==> src/rtl/pe_row_driver.sv <==
// Drives one external PE: reads a weight row and a pixel stream, then sequences
// the multiply-accumulates for a 1-D valid convolution, one output at a time.
module pe_row_driver #(
    parameter int unsigned KW     = 3,
    parameter int unsigned DW     = 16,
    parameter int unsigned PW     = 32,
    parameter int unsigned PE_LAT = 1
) (
    input  logic          clk,
    input  logic          rst,
    input  logic          start,
    input  logic [7:0]    row_len,
    output logic          busy,
    output logic          done,
    output logic          err,
    input  logic          w_valid,
    output logic          w_ready,
    input  logic [DW-1:0] w_data,
    input  logic          px_valid,
    output logic          px_ready,
    input  logic [DW-1:0] px_data,
    output logic          out_valid,
    input  logic          out_ready,
    output logic [PW-1:0] out_data,
    output logic [DW-1:0] pe_weight_val,
    output logic          pe_weight_en,
    output logic [DW-1:0] pe_image_val,
    output logic          pe_image_en,
    output logic [PW-1:0] pe_psum_in,
    input  logic [PW-1:0] pe_psum_out
);

    localparam int unsigned KIW = (KW > 1) ? $clog2(KW) : 1;
    localparam int unsigned LW  = (PE_LAT > 1) ? $clog2(PE_LAT) : 1;

    typedef enum logic [3:0] {
        S_IDLE, S_LOAD_W, S_FILL, S_MAC_W, S_MAC_X, S_WAIT, S_OUT, S_SHIFT, S_DONE
    } state_e;

    state_e          state_q, state_d;
    logic [DW-1:0]   w_q   [KW];
    logic [DW-1:0]   w_d   [KW];
    logic [DW-1:0]   win_q [KW];
    logic [DW-1:0]   win_d [KW];
    logic [PW-1:0]   acc_q, acc_d;
    logic [KIW-1:0]  k_q, k_d;
    logic [KIW-1:0]  cnt_q, cnt_d;
    logic [LW-1:0]   lat_q, lat_d;
    logic [7:0]      rem_q, rem_d;
    logic            err_d;

    logic            busy_q, done_q, err_q, w_ready_q, px_ready_q, out_valid_q;
    logic            pe_weight_en_q, pe_image_en_q;
    logic [PW-1:0]   out_data_q, pe_psum_in_q;
    logic [DW-1:0]   pe_weight_val_q, pe_image_val_q;

    // Next-state and datapath updates; rem_q counts outputs still owed after the current one.
    always_comb begin
        state_d = state_q;
        w_d     = w_q;
        win_d   = win_q;
        acc_d   = acc_q;
        k_d     = k_q;
        cnt_d   = cnt_q;
        lat_d   = lat_q;
        rem_d   = rem_q;
        err_d   = 1'b0;
        case (state_q)
            S_IDLE: begin
                if (start) begin
                    if (row_len >= 8'(KW)) begin
                        state_d = S_LOAD_W;
                        cnt_d   = '0;
                        rem_d   = row_len - 8'(KW);
                    end else begin
                        state_d = S_DONE;
                        err_d   = 1'b1;
                    end
                end
            end
            S_LOAD_W: begin
                if (w_valid) begin
                    w_d[cnt_q] = w_data;
                    if (cnt_q == KIW'(KW - 1)) begin
                        cnt_d   = '0;
                        state_d = S_FILL;
                    end else begin
                        cnt_d = cnt_q + 1'b1;
                    end
                end
            end
            S_FILL: begin
                if (px_valid) begin
                    win_d[cnt_q] = px_data;
                    if (cnt_q == KIW'(KW - 1)) begin
                        cnt_d   = '0;
                        k_d     = '0;
                        acc_d   = '0;
                        state_d = S_MAC_W;
                    end else begin
                        cnt_d = cnt_q + 1'b1;
                    end
                end
            end
            S_MAC_W: state_d = S_MAC_X;
            S_MAC_X: begin
                lat_d   = '0;
                state_d = S_WAIT;
            end
            S_WAIT: begin
                if (lat_q == LW'(PE_LAT - 1)) begin
                    acc_d = pe_psum_out;
                    if (k_q == KIW'(KW - 1)) begin
                        state_d = S_OUT;
                    end else begin
                        k_d     = k_q + 1'b1;
                        state_d = S_MAC_W;
                    end
                end else begin
                    lat_d = lat_q + 1'b1;
                end
            end
            S_OUT: begin
                if (out_ready) begin
                    if (rem_q != 8'd0) begin
                        rem_d   = rem_q - 8'd1;
                        state_d = S_SHIFT;
                    end else begin
                        state_d = S_DONE;
                    end
                end
            end
            S_SHIFT: begin
                if (px_valid) begin
                    for (int i = 0; i < int'(KW) - 1; i++) begin
                        win_d[i] = win_q[i+1];
                    end
                    win_d[KW-1] = px_data;
                    k_d         = '0;
                    acc_d       = '0;
                    state_d     = S_MAC_W;
                end
            end
            S_DONE:  state_d = S_IDLE;
            default: state_d = S_IDLE;
        endcase
    end

    // State, datapath and registered outputs; outputs are decoded from the next state
    // so they line up with the state they belong to.
    always_ff @(posedge clk) begin
        if (rst) begin
            state_q         <= S_IDLE;
            w_q             <= '{default: '0};
            win_q           <= '{default: '0};
            acc_q           <= '0;
            k_q             <= '0;
            cnt_q           <= '0;
            lat_q           <= '0;
            rem_q           <= '0;
            busy_q          <= 1'b0;
            done_q          <= 1'b0;
            err_q           <= 1'b0;
            w_ready_q       <= 1'b0;
            px_ready_q      <= 1'b0;
            out_valid_q     <= 1'b0;
            out_data_q      <= '0;
            pe_weight_en_q  <= 1'b0;
            pe_weight_val_q <= '0;
            pe_image_en_q   <= 1'b0;
            pe_image_val_q  <= '0;
            pe_psum_in_q    <= '0;
        end else begin
            state_q         <= state_d;
            w_q             <= w_d;
            win_q           <= win_d;
            acc_q           <= acc_d;
            k_q             <= k_d;
            cnt_q           <= cnt_d;
            lat_q           <= lat_d;
            rem_q           <= rem_d;
            busy_q          <= (state_d != S_IDLE) && (state_d != S_DONE);
            done_q          <= (state_d == S_DONE);
            err_q           <= err_d;
            w_ready_q       <= (state_d == S_LOAD_W);
            px_ready_q      <= (state_d == S_FILL) || (state_d == S_SHIFT);
            out_valid_q     <= (state_d == S_OUT);
            out_data_q      <= (state_d == S_OUT) ? acc_d : '0;
            pe_weight_en_q  <= (state_d == S_MAC_W);
            pe_weight_val_q <= (state_d == S_MAC_W) ? w_d[k_d] : '0;
            pe_image_en_q   <= (state_d == S_MAC_X);
            pe_image_val_q  <= (state_d == S_MAC_X) ? win_d[k_d] : '0;
            pe_psum_in_q    <= (state_d == S_MAC_X) ? acc_d : '0;
        end
    end

    assign busy          = busy_q;
    assign done          = done_q;
    assign err           = err_q;
    assign w_ready       = w_ready_q;
    assign px_ready      = px_ready_q;
    assign out_valid     = out_valid_q;
    assign out_data      = out_data_q;
    assign pe_weight_en  = pe_weight_en_q;
    assign pe_weight_val = pe_weight_val_q;
    assign pe_image_en   = pe_image_en_q;
    assign pe_image_val  = pe_image_val_q;
    assign pe_psum_in    = pe_psum_in_q;

endmodule

==> config.mk <==
export PLATFORM = sky130hd
export DESIGN_NAME = pe_row_driver
export DESIGN_NICKNAME = d
export VERILOG_FILES = /design/src/rtl/pe_row_driver.sv
export SDC_FILE = /design/constraint.sdc
export NUM_CORES = 1
export LEC_CHECK = 0
export CORE_MARGIN = 5
export CORE_UTILIZATION = 51
export DETAILED_ROUTE_END_ITERATION = 6
export MAX_ROUTING_LAYER = met4
export PLACE_DENSITY = 0.83
export SYNTH_ARGS = -nofsm -noshare
export SYNTH_HDL_FRONTEND = slang
export SYNTH_SLANG_ARGS = --single-unit
==> constraint.sdc <==
create_clock -name clk -period 3.3 [get_ports clk]
set_input_delay 0.495 -clock clk [delete_from_list [all_inputs] [get_ports clk]]
set_output_delay 0.495 -clock clk [all_outputs]
set_load 0.03 [all_outputs]
==> metrics.md <==
| Metric | Value |
|---|---|
| H-tree depth | `1` |
| Syn Area/Cell | `9.36 sq um` |
| Nets | `about 1200` |
| CP Buf/Inv Count | `1` |
| Top Family by Delay on Critical Path | `compound AO/OA/AOI/OAI gates` |
| RSZ-0062 raised after global routing | `no` |
| Grt ovf | `0` |
| Hold wc startpoint | `rst` |
| Slew @ Worst Pin | `887 ps` |
| Global-route wire length before repair | `slightly below 40000 microns` |
| Die height | `~140 microns` |
| CP required | `between 3000 and 4000 ps` |
| Most used DFF post-synth | `dfxtp_1` |
| Crit path launch | `state_q[0]` |
| Vias per cell | `about 5.8` |
| Placed insts | `between 1000 and 1500` |
| Violated checks | `design-rule violations` |
| RR Endpoint | `pe_weight_val[9]` |
| Peak supply drop | `0.418 mV` |
| Number of flops mapped to enable cells by yosys | `0` |
| Placer Congestion | `around 0.9` |
| Ys async rst share | `0%` |
| CTS Hold Bufs | `0` |
| Routed vias | `just over 8000` |
| Clock share of power | `45.3%` |
| Reg2reg start | `state_q[0]` |
| Switching part of the total | `a little over a fifth` |
| Critical path endpoint category | `flop` |
| Clock root cell | `clkbuf_16` |
| Mapped Area | `9270 sq um` |
| FP Rows | `49` |
| Fin. Hold Viols | `0` |
| CP Launch Type | `flop` |
| Syn nets | `approximately 1100` |
| Layout cells sized above 1 | `between 9 and 10%` |
| Starting Density | `51.6%` |
| Post-CTS setup buffer count | `0` |
| Final period util | `a little over four fifths` |
| Post-CTS sizing | `0` |
| DRT antenna net count | `0` |
| Buffers on Ports | `approximately 180` |
| Leakage | `~4.3 nW` |
| Cell with the most instances after synthesis | `dfxtp_1` |
| Sequential fraction of the synthesis area | `between 50% and 60%` |
| Most frequent cells after synthesis | `dfxtp_1, nor2_1, nand2_1` |
| Number of remaining DRC errors | `2` |
| Synthesis-to-finish area growth | `30.8%` |
| Max clock buf depth | `3` |
| Max stage delay cell, worst path | `dfxtp_1` |
| Flops & latches, synth | `248` |
| Starting DRT DRC Count | `roughly 710` |
| Clk sinks | `approximately 250` |
| Pre-antenna DRT Iters | `7` |
| Endpoint, Worst Hold | `state_q[1]` |
| Fin Setup TNS | `0 ps` |
| Non-filler cells, final | `1400` |
| Max_slew headroom | `40.9%` |
| CP cell instances | `xor2_1, a2111o_1, a21oi_2, xnor2_1, buf_4, o311ai_0, a21oi_1` |
| Mapped Cells | `991` |
| Vias in the first global route | `around 8000` |
| R2R Setup Slk | `~500 ps` |
| Maxcap violations | `0` |
| Synth warn | `0` |
| Register Area | `between 4000 and 5000 sq um` |
| Clk slew on worst S/H paths | `roughly 60 ps` |
| P_int | `roughly 4.8 mW` |
| Largest net degree at the start of global routing | `88` |
| Yosys top cell by area | `dfxtp_1` |
| Inserted Clock Buffers | `25` |
| Initial antenna violation count | `0` |
| Flop pwr share | `49.0%` |
| Util after Layout | `between 60% and 70%` |
| Max Fclk | `approximately 0.36 GHz` |
| Worst Hold Depth | `2` |
| R2r worst-path depth | `7` |
| Core Region | `roughly 18000 sq um` |
| Total Routing Usage GR | `between 20% and 30%` |
| Post-synth top area share | `53.5%` |
| PD cells | `511 nW/um^2` |
| Clock Latency Late Sink | `530 ps` |
| CP Max Fanout | `19` |
| Drt wl/cell | `approximately 18 microns` |
| Slew Viols, Final | `0` |
| Clock skew | `between 15 and 20 ps` |
| Top post-synthesis cells by area | `dfxtp_1, nor2_1, nand2_1` |
| Count of different cell masters after synthesis | `59` |
| TritonCTS clock tree | `built` |
| Run status | `complete, but fails checks` |
| WHS | `~180 ps` |
| Filler cell count | `between 1000 and 1500` |
| Multi-input logic area | `3960 sq um` |
| WP data arrival | `between 3000 and 4000 ps` |
| WS Path Type | `flop to flop` |
| IO Pins | `182` |
| Crit path time final | `about 2800 ps` |
| Min-delay worst type | `input port to flop` |
| Max incr delay on CP | `between 700 and 800 ps` |
| Antenna diode count | `0` |
| Placed wire-length estimate | `between 15000 and 20000 microns` |
| DIE WIDTH | `145 microns` |
| NetSw | `1.36 mW` |
| Routed WL | `25100 microns` |
| Comb pwr share | `~5.6%` |
| Setup Viol. Count Final | `0` |
| Area of the die | `~21000 sq um` |
| PnR Total Power | `6.19 mW` |
[worst max-delay path by stage]
stage	depth (start not counted)	to
3_3_place_gp	9	pe_image_val[6]
3_5_place_dp	9	pe_image_val[11]
6_report	7	pe_weight_val[9]
4_1_cts	7	pe_weight_val[9]
5_1_grt	10	pe_image_val[10]
2_1_floorplan	12	pe_image_val[10]
[routing by layer]
layer / up-vias / GRT usage (%) / part of all wire (%)
met1: 3875 / 29.0 / 41
met2: 296 / 40.6 / 50
met5: - / - / 0
li1: 3834 / - / -
met3: 49 / 3.22 / 6.2
met4: 0 / 7.31 / 2.5
[per-stage QoR]
| stage | setup WS (ps) | cell area [sq um] |
|---|---|---|
| after floorplan | 938 | 9270 |
| after global placement | 405 | 11300 |
| after detailed placement | 290 | 11300 |
| after CTS | 542 | 12100 |
| after global routing | 324 | 12100 |
| final | 497 | 12100 |
[flip-flops by register name, indices dropped and copies added, names as in the netlist]
signal / cells
acc_q: 32
busy: 1
cnt_q: 2
done: 1
err: 1
k_q: 2
out_data: 32
out_valid: 1
pe_image_en: 1
pe_image_val: 16
pe_psum_in: 32
pe_weight_en: 1
pe_weight_val: 16
px_ready: 1
rem_q: 8
state_q: 4
w_q: 48
w_ready: 1
win_q: 48
[kinds of logic after synthesis]
family | synth area share [%]
muxes | 6.48
buffers and inverters | 3.98
and+or+nand+nor | 17.3
AOI/OAI and AO/OA | 17.3
adders and majority gates | 0.675
DFF | 53.5
xor gates and xnor gates | 0.755
[cell type report]
type | count | share of cell area, %
Sequential cell | 248 | 40.9
Clock inverter | 9 | 0.907
Timing Repair Buffer | 210 | 16.9
Inverter | 12 | 0.371
Multi-Input combinational cell | 655 | 32.7
Clock buffer | 37 | 5.86
Tap cell | 229 | 2.36
[power groups by stage]
stage,registers (mW),logic (mW),clock network [mW]
after floorplan,3.10,0.181,0
after global placement,3.10,0.338,0
after detailed placement,3.10,0.343,0
after CTS,3.04,0.347,2.84
after global routing,3.04,0.379,2.98
final,3.04,0.349,2.81
[cell usage in the layout (no fill, tap or decap), types with 5 or more instances in the layout]
master           count
clkinv_2             6
nor2_1             198
a21oi_1             63
o21bai_1             8
o21ai_0             11
o31ai_1              7
inv_1               12
o32ai_1             17
a211oi_1            17
ha_1                 5
nand2_1             89
buf_4               28
a22oi_1             35
clkbuf_1             8
mux2i_1             33
or3_1                9
nand3_1              7
dfxtp_1            248
a222oi_1            32
mux2_2              24
nor3_1               8
nor2b_1             15
clkdlybuf4s50_1    180
o311ai_0             6
clkbuf_16           25
nand2b_1             6
(Power assumes the default switching activity.)
